File: config.mk
export PLATFORM = sky130hd
export DESIGN_NAME = vector_sweep_ctrl
export DESIGN_NICKNAME = d
export VERILOG_FILES = /design/src/rtl/vector_sweep_pkg.sv /design/src/rtl/sweep_wait_cnt.sv /design/src/rtl/vector_sweep_ctrl.sv
export SDC_FILE = /design/constraint.sdc
export NUM_CORES = 1
export LEC_CHECK = 0
export BUFFER_PORTS_ARGS = -buffer_cell sky130_fd_sc_hd__buf_2
export CAP_MARGIN = 20
export CORE_ASPECT_RATIO = 0.5
export CORE_MARGIN = 2
export CORE_UTILIZATION = 50
export CTS_CLUSTER_SIZE = 14
export DETAILED_ROUTE_END_ITERATION = 10
export GPL_ROUTABILITY_DRIVEN = 0
export PLACE_DENSITY_LB_ADDON = 0.15
export SKIP_LAST_GASP = 1
export SLEW_MARGIN = 10
export SYNTH_ARGS = -nofsm -noshare
export SYNTH_HDL_FRONTEND = slang
export SYNTH_SLANG_ARGS = --single-unit
File: constraint.sdc
create_clock -name CK -period 4.7 [get_ports CK]
set_input_delay 0.235 -clock CK [delete_from_list [all_inputs] [get_ports CK]]
set_output_delay 0.235 -clock CK [all_outputs]
set_load 0.05 [all_outputs]
File: src/rtl/vector_sweep_pkg.sv
// vector_sweep_pkg: FSM state type, parameter limits and a clamp helper for the sweep controller
package vector_sweep_pkg;
  typedef enum logic [2:0] {IDLE, RST, APPLY, EMIT, DONE} state_e;
  localparam int SETTLE_MAX = 15;
  localparam int RST_CYC_MAX = 15;
  localparam int CNT_W = 4;
  function automatic int clamp(input int v, input int lo, input int hi);
    return v < lo ? lo : v > hi ? hi : v;
  endfunction
endpackage

File: src/rtl/sweep_wait_cnt.sv
// sweep_wait_cnt: loadable down-counter that parks at zero and flags it
module sweep_wait_cnt import vector_sweep_pkg::*; (
  input  logic             clk,
  input  logic             rst,
  input  logic             load_i,
  input  logic [CNT_W-1:0] val_i,
  output logic             zero_o
);
  logic [CNT_W-1:0] cnt_q;
  always_ff @(posedge clk) begin
    if (rst) cnt_q <= '0;
    else if (load_i) cnt_q <= val_i;
    else if (cnt_q != '0) cnt_q <= cnt_q - 1'b1;
  end
  assign zero_o = cnt_q == '0;
endmodule

File: src/rtl/vector_sweep_ctrl.sv
// vector_sweep_ctrl: exhaustive input sweep of a single-output DUT with per-vector response records
module vector_sweep_ctrl import vector_sweep_pkg::*; #(
  parameter int WIDTH = 3,
  parameter int SETTLE = 1,
  parameter int RST_CYC = 1
) (
  input  logic                  CK,
  input  logic                  reset,
  input  logic                  start,
  input  logic                  abort,
  output logic [WIDTH-1:0]      vec_out,
  output logic                  dut_rst,
  input  logic                  dut_out,
  output logic                  rec_valid,
  input  logic                  rec_ready,
  output logic [WIDTH-1:0]      rec_vec,
  output logic                  rec_resp,
  output logic [(1<<WIDTH)-1:0] resp_map,
  output logic                  busy,
  output logic                  done
);
  localparam int N = 1 << WIDTH;
  localparam logic [WIDTH-1:0] VMAX = WIDTH'(N - 1);
  localparam int S = clamp(SETTLE, 0, SETTLE_MAX);
  localparam int RC = clamp(RST_CYC, 1, RST_CYC_MAX);
  state_e state_q;
  logic [WIDTH-1:0] vec_q, rec_vec_q;
  logic [N-1:0] map_q;
  logic dut_rst_q, rec_valid_q, rec_resp_q, busy_q, done_q;
  logic cnt_load, cnt_zero;
  logic [CNT_W-1:0] cnt_val;
  // counter preloads with length-1 so the zero cycle is the last cycle of RST/APPLY
  assign cnt_load = !abort && ((state_q == IDLE && start) || (state_q == RST && cnt_zero) ||
                    (state_q == EMIT && rec_ready && vec_q != VMAX));
  assign cnt_val = state_q == IDLE ? CNT_W'(RC - 1) : CNT_W'(S);
  sweep_wait_cnt u_cnt (
    .clk(CK),
    .rst(reset),
    .load_i(cnt_load),
    .val_i(cnt_val),
    .zero_o(cnt_zero)
  );
  always_ff @(posedge CK) begin
    if (reset) begin
      state_q <= IDLE;
      vec_q <= '0;
      rec_vec_q <= '0;
      map_q <= '0;
      dut_rst_q <= 1'b0;
      rec_valid_q <= 1'b0;
      rec_resp_q <= 1'b0;
      busy_q <= 1'b0;
      done_q <= 1'b0;
    end else if (abort) begin
      state_q <= IDLE;
      dut_rst_q <= 1'b0;
      rec_valid_q <= 1'b0;
      busy_q <= 1'b0;
      done_q <= 1'b0;
    end else begin
      done_q <= 1'b0;
      case (state_q)
        IDLE: if (start) begin
          state_q <= RST;
          vec_q <= '0;
          map_q <= '0;
          dut_rst_q <= 1'b1;
          busy_q <= 1'b1;
        end
        RST: if (cnt_zero) begin
          state_q <= APPLY;
          dut_rst_q <= 1'b0;
        end
        APPLY: if (cnt_zero) begin
          state_q <= EMIT;
          rec_resp_q <= dut_out;
          map_q[vec_q] <= dut_out;
          rec_vec_q <= vec_q;
          rec_valid_q <= 1'b1;
        end
        EMIT: if (rec_ready) begin
          rec_valid_q <= 1'b0;
          if (vec_q == VMAX) state_q <= DONE;
          else begin
            state_q <= APPLY;
            vec_q <= vec_q + 1'b1;
          end
        end
        DONE: begin
          state_q <= IDLE;
          busy_q <= 1'b0;
          done_q <= 1'b1;
        end
        default: state_q <= IDLE;
      endcase
    end
  end
  assign vec_out = vec_q;
  assign dut_rst = dut_rst_q;
  assign rec_valid = rec_valid_q;
  assign rec_vec = rec_vec_q;
  assign rec_resp = rec_resp_q;
  assign resp_map = map_q;
  assign busy = busy_q;
  assign done = done_q;
endmodule

Word level (Yosys, flattened, before mapping):

Cells that the tools add are included.

* input bits: 6
* register bits: 26
* output and inout bits: 19
* logic and storage cells: 79

* mux-type cells: 27
* reductions and logical operators: 26
* $lt $le $gt $ge: 2
* equal/unequal tests: 11
* add/sub/neg operators: 2
* bitwise logic cells: 1

Operators with widths (count)
* $mux 3: 8
* $mux 8: 2
* $pmux 8 s2: 1
* $pmux 3 s4: 1
* $reduce_bool 2->1: 6
* $ne 2x2->1 const B: 5
* $reduce_and 3->1: 3
* $bwmux 8: 1
* $mux 4: 2
* $reduce_and 4->1: 2
* $mux 1: 7
* $eq 3x2->1 const B: 2
* $eq 3x3->1 const B: 2
* $logic_and 1x1->1: 6
* $pmux 1 s2: 3
* $pmux 3 s2: 1
* $reduce_and 5->1: 1
* $logic_not 4->1: 1
* $lt 3x4->1 const B: 1
* $reduce_bool 4->1: 1
* $sub 4x1->4 const B: 1
* $add 3x1->3 const B: 1
* $demux 1 s3: 1
* $eq 3x1->1 const B: 1
* other kinds (8): 9

Logic depth before layout (Yosys ltp):

Gate-level depths: netlist of run 1.

* depth in word-level cells: 7
* depth in mapped cells: 7

By module:

From an unflattened synthesis of run 1, not the netlist that was laid out.

* cells, all modules: 164
* area total of the unflattened synthesis: 1368.8 sq um

Modules (own cells, without submodules)
* vector_sweep_ctrl: seq. area each 440.4 sq um, instances 1, area an instance 1139.8 sq um, cells an instance 140
* sweep_wait_cnt: seq. area each 80.1 sq um, instances 1, area an instance 229.0 sq um, cells an instance 24

Least setup slack after synthesis of run 1:

OpenSTA, ideal clock, no wires.

* path type: flip-flop to flip-flop
* from: register vec_q[0], in the netlist vec_out[0]
* to: register vec_q[0], in the netlist vec_out[0]
* cell stages (with the launch flop): 7
* path slack: 2711 ps
* data arrival time: 1861 ps
* clock period less this slack: 1989 ps
* library setup time: 128 ps
* required time: 4572 ps
* path through: dfxtp_1 -> ha_1 -> ha_1 -> nand4b_1 -> a211oi_4 -> mux2i_1 -> nor2_1

* longest elaborated chain between the ends: 4

RTL lines
* from (decl): RTL line vector_sweep_ctrl.sv:27 `logic [WIDTH-1:0] vec_q, rec_vec_q;`
* from (signal assigned): RTL line vector_sweep_ctrl.sv:86 `vec_q <= vec_q + 1'b1;`
* $add 3x1->3: RTL line vector_sweep_ctrl.sv:86
* $mux 3: RTL line vector_sweep_ctrl.sv:83 `if (vec_q == VMAX) state_q <= DONE;`
* $mux 3: RTL line vector_sweep_ctrl.sv:81 `EMIT: if (rec_ready) begin`
* $pmux 3 s2: RTL line vector_sweep_ctrl.sv:62 `case (state_q)`

Several ways; a longest one is shown, not always the timed one. The select of a mux whose other input is x is not followed.
A chain may end at the register's enable or synchronous reset.

Final worst setup path of run 1:

* from: register u_cnt.cnt_q[0]
* to: register state_q[0]

* longest elaborated chain between the ends: 3

RTL lines
* from (decl): RTL line sweep_wait_cnt.sv:9 `logic [CNT_W-1:0] cnt_q;`
* from (signal assigned): RTL line sweep_wait_cnt.sv:12 `else if (load_i) cnt_q <= val_i;`
* from (signal assigned): RTL line sweep_wait_cnt.sv:13 `else if (cnt_q != '0) cnt_q <= cnt_q - 1'b1;`
* $logic_not 4->1 (*): RTL line sweep_wait_cnt.sv:15 `assign zero_o = cnt_q == '0;`
* $ne 2x2->1 (no source line)
* $reduce_and 4->1 (no source line) (*)
* to (signal assigned): RTL line vector_sweep_ctrl.sv:45 `state_q <= IDLE;`
* to (signal assigned): RTL line vector_sweep_ctrl.sv:55 `state_q <= IDLE;`
* to (signal assigned): RTL line vector_sweep_ctrl.sv:64 `state_q <= RST;`
* to (decl): RTL line vector_sweep_ctrl.sv:26 `state_e state_q;`

Mark *: on every way between the ends. The rest lies on a longest branch, timed or not.

==> flow_metrics.py, run 1 <==
metrics = {
    "die": {
        "io-pin-count": 25,
        "dieArea_um2": 3170,
        "core_area_um2": 2590,
        "die_w_um": 77.7,
        "initial_core_util_pct": 52.5,
        "row_count": 13,
        "die_h_um": 40.8,
    },
    "setup_path": {
        "worstPathRequired_ns": 4.85,
        "end_kind": "flip-flop",
        "slowest_stage": "nor3b_1",
        "timing.rr.start": "u_cnt.cnt_q[0]$_SDFFE_PP0P_",
        "r2r_slack_ns": 2.42,
        "worst-endpoint-arrival_ns": 2.43,
        "cp.depth": 6,
        "crit_type": "flip-flop to flip-flop",
        "max_stage_delay_ns": 0.76,
        "crit_start": "u_cnt.cnt_q[0]$_SDFFE_PP0P_",
        "timing.critical_path.buf_inv": 2,
        "critical_path.startpoint_type": "flip-flop",
        "cp_max_fo": 8,
        "cp_cell_sequence": "inv_1, ha_1, nor3b_1, buf_4, a211oi_1, a2111oi_0",
        "ff2ff_path_depth": 6,
        "path_delay_family": "simple AND/OR/NAND/NOR gates",
    },
    "final_layout": {
        "drive_gt1_share_pct": 21.0,
        "layout_common_cells": "26 x dfxtp_1, 24 x buf_2, 15 x nor2_1, 15 x o21ai_0, 13 x nor2b_1",
        "final_cell_area_um2": 1530,
        "diodes": 0,
        "fillCellCount": 253,
        "fin_nets": 186,
        "final_common_cell": "dfxtp_1",
        "syn_to_final_growth_pct": 12.4,
    },
    "synth": {
        "synth_top_area_share_pct": 38.3,
        "synth_flop_cell": "dfxtp_1",
        "yosysSeqAreaShare_pct": 38.3,
        "yosysTopAreaCell": "dfxtp_1",
        "synth_area_leaders": "dfxtp_1 38%, nor2b_1 6.0%, o21ai_0 5.5%",
        "synth_area_per_cell_um2": 8.54,
        "yosys_warnings": 0,
        "synthCells": 159,
        "postSynth.asyncResetShare_pct": 0,
        "synth-edff-count": 0,
        "synth-seq-cells": 26,
        "synth.net_count": 168,
        "synth.cell_area_um2": 1360,
        "yosysUniqueCellTypes": 46,
    },
    "clock_network": {
        "clkSlewWorstSetupHoldPaths_ns": 0.10,
        "cts_buffers": 3,
        "cts_hold_buf": 0,
        "cts_buffer_depth": 2,
        "htreeDepth": 1,
        "cts_sinks": 26,
        "clk_latency_ns": 0.27,
        "post-cts-setup-buffers": 0,
        "cts_tree": "done",
        "cts_root_buffer": "clkbuf_8",
        "cts.repair.resized": 0,
    },
    "sta": {
        "grt_setup_unrepaired": "no",
        "maxSlewViolCount": 0,
        "finalHoldViolations": 0,
        "period_needed_ns": 2.28,
        "relSlewSlack_pct": 39.5,
        "finalClockSkew_ns": 0.00609,
        "worst_pin_slew_ns": 0.906,
        "timing.final.crit_share_pct": 48.4,
        "max_freq_ghz": 0.439,
        "fin_setup_tns_ns": 0,
        "setup_viol": 0,
        "setup_ws_ns": 2.42,
    },
    "route": {
        "initialDrtViolationCount": 48,
        "wl_per_cell_um": 13.4,
        "drc_errors": 0,
        "dr.pass1.iters": 4,
        "dr_total_vias": 1193,
        "via_per_inst": 5.60,
        "wl_um": 2850,
        "ant_nets": 0,
    },
    "global_routing": {
        "grtUsageMet3_pct": 5.95,
        "grt_most_used_layer": "met2",
        "grtUsageMet2_pct": 32.3,
        "grt_usage_pct": 19.2,
        "grt_max_degree": 23,
        "grt_pass1_wl_um": 4570,
        "grt-ovfl-total": 0,
        "grtUsageMet1_pct": 25.5,
        "grt_pass1_vias": 971,
        "antenna_found_initial": 0,
    },
    "min_path": {
        "hold_path.class": "primary input to flip-flop",
        "holdPathStages": 3,
        "holdCritStartpoint": "dut_out",
    },
    "power": {
        "finalPower_mw": 0.597,
        "p_leak_nw": 0.655,
        "vdd_ir_drop_max_v": 0.000211,
        "p_per_area_nw_per_um2": 391,
    },
    "place": {
        "dp_slack_ns": 2.48,
        "placed_area_um2": 1470,
        "io_buffers": 24,
        "place_hpwl_um": 1960,
    },
    "job": {
        "timing.max_cap.violations": 0,
    },
    "run_status": {
        "status": "finished, final reports clean",
    },
}
-- where the power goes --
group | total (mW) | internal [mW] | switching (mW)
Combinational | 0.194 | 0.0806 | 0.114
Clock | 0.148 | 0.0750 | 0.0730
Sequential | 0.254 | 0.236 | 0.0185
Total | 0.597 | 0.391 | 0.205
-- registers in the layout (all words and copies together), names as in the netlist --
register	cells
vec_out	3
state_q	3
rec_resp	1
rec_vec	3
dut_rst	1
resp_map	8
done	1
busy	1
rec_valid	1
u_cnt.cnt_q	4
-- synthesized netlist by cell type, types with 3 or more instances --
| cell | instances |
|---|---|
| a21oi_1 | 9 |
| nand2_1 | 7 |
| inv_1 | 3 |
| a31oi_1 | 5 |
| nor2_1 | 15 |
| o21ai_0 | 15 |
| mux2i_1 | 5 |
| nand3_1 | 4 |
| clkbuf_1 | 7 |
| nor3_1 | 5 |
| dfxtp_1 | 26 |
| buf_2 | 3 |
| nor2b_1 | 13 |
| ha_1 | 3 |
-- stage by stage --
stage / hold WS, ns / utilization [%] / cells
final: 0.218 / 59.0 / 213
after global routing: 0.231 / 59.0 / 213
after detailed placement: 0.453 / 56.9 / 209
after global placement: 0.458 / 56.9 / 209
after floorplan: 0.379 / - / 159
after CTS: 0.223 / 59.0 / 213
-- cells by family after synthesis --
logic type / count (synthesis) / share of synthesized area [%]
AOI/OAI and AO/OA: 45 / 21.4
muxes: 5 / 3.69
and+or+nand+nor: 63 / 27.3
adders and majority gates: 3 / 2.77
DFF: 26 / 38.3
buffers and inverters: 15 / 5.25
xor gates and xnor gates: 2 / 1.29
-- worst register-to-register path: stages, from the launching register on --
cell and delay, ns:
dfxtp_1 0.35, inv_1 0.08, ha_1 0.21, nor3b_1 0.76
buf_4 0.28, a211oi_1 0.07, a2111oi_0 0.40
-- worst paths after layout --
check / endpoint
worst min-delay path: rec_resp$_SDFFE_PP0P_
worst min register to register: busy$_SDFFE_PP0P_
worst max register to register: state_q[0]$_SDFFE_PP0P_
worst max-delay path: state_q[0]$_SDFFE_PP0P_
-- per-layer routing --
metal  wire length, um  vias to the layer above
li1                  -                      606
met1              1400                      552
met2              1240                       33
met3               193                        2
met4                 8                        0
met5                 0                        -
-- area by class of cell --
| cell class | count | area, um^2 | share of cell area, % |
|---|---|---|---|
| Multi-Input combinational cell | 118 | 766 | 50.2 |
| Sequential cell | 26 | 520 | 34.1 |
| Timing Repair Buffer | 25 | 128 | 8.36 |
| Clock buffer | 4 | 55.1 | 3.61 |
| Tap cell | 37 | 46.3 | 3.03 |
| Inverter | 3 | 11.3 | 0.738 |
(Power assumes the default switching activity.)
==> run 2: changes to the inputs <==
--- a/config.mk
+++ b/config.mk
@@ -9,7 +9,7 @@
 export CAP_MARGIN = 20
 export CORE_ASPECT_RATIO = 0.5
 export CORE_MARGIN = 2
-export CORE_UTILIZATION = 50
+export CORE_UTILIZATION = 49
 export CTS_CLUSTER_SIZE = 14
 export DETAILED_ROUTE_END_ITERATION = 10
 export GPL_ROUTABILITY_DRIVEN = 0
==> constraint.sdc (replaced) <==
create_clock -name CK -period 2 [get_ports CK]
set_input_delay 0.1 -clock CK [delete_from_list [all_inputs] [get_ports CK]]
set_output_delay 0.1 -clock CK [all_outputs]
set_load 0.05 [all_outputs]
==> flow_metrics.py, run 2 (synthesis gave the netlist of run 1 again) <==
metrics = {
    "power": {
        "finalPower_mw": 1.52,
        "p_leak_nw": 0.699,
        "seqPwrFrac_pct": 39.4,
        "p_clk_share_pct": 28.8,
        "p_per_area_nw_per_um2": 952,
        "internal-power_mw": 1.04,
        "swShare_pct": 31.8,
        "combPwrFrac_pct": 31.8,
        "p_switching_mw": 0.484,
        "vdd_ir_drop_max_v": 0.000524,
    },
    "setup_path": {
        "timing.rr.start": "u_cnt.cnt_q[0]$_SDFFE_PP0P_",
        "worst-endpoint-arrival_ns": 2.01,
        "cp_max_fo": 4,
        "crit_type": "flip-flop to flip-flop",
        "critical_path.startpoint_type": "flip-flop",
        "worstPathRequired_ns": 2.16,
        "crit_start": "u_cnt.cnt_q[0]$_SDFFE_PP0P_",
        "end_kind": "flip-flop",
    },
    "final_layout": {
        "drive_gt1_share_pct": 24.0,
        "diodes": 0,
        "multi_input_comb_area_um2": 766,
        "final_common_cell": "dfxtp_1",
        "layout_common_cells": "26 x dfxtp_1, 24 x buf_2, 15 x nor2_1, 15 x o21ai_0, 13 x nor2b_1",
        "syn_to_final_growth_pct": 17.5,
        "regArea_um2": 520,
        "fillCellCount": 252,
        "fin_nets": 193,
        "largest_reg_flops": 8,
        "final_core_util_pct": 60.9,
    },
    "clock_network": {
        "cts.repair.resized": 0,
        "cts_root_buffer": "clkbuf_8",
        "clk_latency_ns": 0.27,
        "htreeDepth": 1,
        "cts_hold_buf": 0,
        "cts_buffer_depth": 2,
        "post-cts-setup-buffers": 0,
        "cts_tree": "done",
        "clkSlewWorstSetupHoldPaths_ns": 0.09,
        "cts_buffers": 3,
        "cts_sinks": 26,
    },
    "route": {
        "drc_errors": 0,
        "via_per_inst": 5.65,
        "wl_um": 2990,
        "initialDrtViolationCount": 107,
        "wl_per_cell_um": 13.6,
        "dr_total_vias": 1243,
        "dr.pass1.iters": 4,
        "ant_nets": 0,
    },
    "sta": {
        "finalClockSkew_ns": 0.00305,
        "period_needed_ns": 1.85,
        "relSlewSlack_pct": 63.5,
        "fin_setup_tns_ns": 0,
        "grt_setup_unrepaired": "no",
        "worst_pin_slew_ns": 0.543,
        "timing.final.crit_share_pct": 92.7,
        "finalHoldViolations": 0,
        "maxSlewViolCount": 0,
        "setup_viol": 0,
        "max_freq_ghz": 0.539,
    },
    "min_path": {
        "hold_path.class": "primary input to flip-flop",
        "holdCritStartpoint": "dut_out",
    },
    "job": {
        "timing.max_cap.violations": 0,
    },
    "global_routing": {
        "antenna_found_initial": 0,
        "grt_pass1_vias": 1051,
        "grt-ovfl-total": 0,
        "grt_max_degree": 23,
        "grt_usage_pct": 20.9,
        "grt_pass1_wl_um": 5020,
    },
    "place": {
        "place_hpwl_um": 2120,
        "io_buffers": 24,
    },
    "die": {
        "io-pin-count": 25,
        "die_h_um": 41.2,
        "core_area_um2": 2620,
        "die_w_um": 78.4,
        "initial_core_util_pct": 51.8,
        "row_count": 13,
        "dieArea_um2": 3230,
    },
    "run_status": {
        "status": "finished, final reports clean",
    },
}
## run 2: final timing paths
path	to	slack [ns]	cells past startpoint
worst min-delay path	rec_resp$_SDFFE_PP0P_	0.07	3
worst max register to register	rec_vec[0]$_SDFFE_PP0P_	0.15	6
worst max-delay path	rec_vec[0]$_SDFFE_PP0P_	0.15	6
worst min register to register	busy$_SDFFE_PP0P_	0.48	2
## run 2: layout make-up
type | count | area share (%)
Clock buffer | 3 | 2.59
Clock inverter | 1 | 1.88
Inverter | 3 | 0.706
Multi-Input combinational cell | 118 | 48.0
Sequential cell | 26 | 32.6
Tap cell | 37 | 2.90
Timing Repair Buffer | 32 | 11.3
## run 2: routing by layer
layer / track usage, % / vias to the layer above / share of wire [%]
met5: 0 / - / 0
met4: 6.58 / 0 / 0.77
met3: 4.63 / 4 / 3.4
met2: 32.8 / 23 / 42
met1: 29.2 / 596 / 54
li1: - / 620 / -
## run 2: critical path, cell delays in order (launching register included)
cell     delay, ns
dfxtp_1       0.35
inv_1         0.09
ha_1          0.21
or3b_2        0.52
or2_1         0.34
mux2i_1       0.18
nor2_1        0.05
## run 2: through the flow
step / instances / hold slack, ns / setup WS, ns / cell area, um^2
2_1_floorplan: 159 / 0.244 / 0.0111 / 1360
3_3_place_gp: 216 / 0.349 / 0.181 / 1520
3_5_place_dp: 216 / 0.365 / 0.165 / 1520
4_1_cts: 220 / 0.0721 / 0.137 / 1600
5_1_grt: 220 / 0.0808 / 0.0442 / 1600
6_report: 220 / 0.0743 / 0.146 / 1600
## run 2: power by group through the flow
stage          Clock (mW)  Combinational, mW  Sequential (mW)
2_1_floorplan           0              0.348            0.609
3_3_place_gp            0              0.474            0.607
3_5_place_dp            0              0.481            0.609
4_1_cts             0.446              0.484            0.597
5_1_grt             0.468              0.536            0.606
6_report            0.438              0.483            0.598
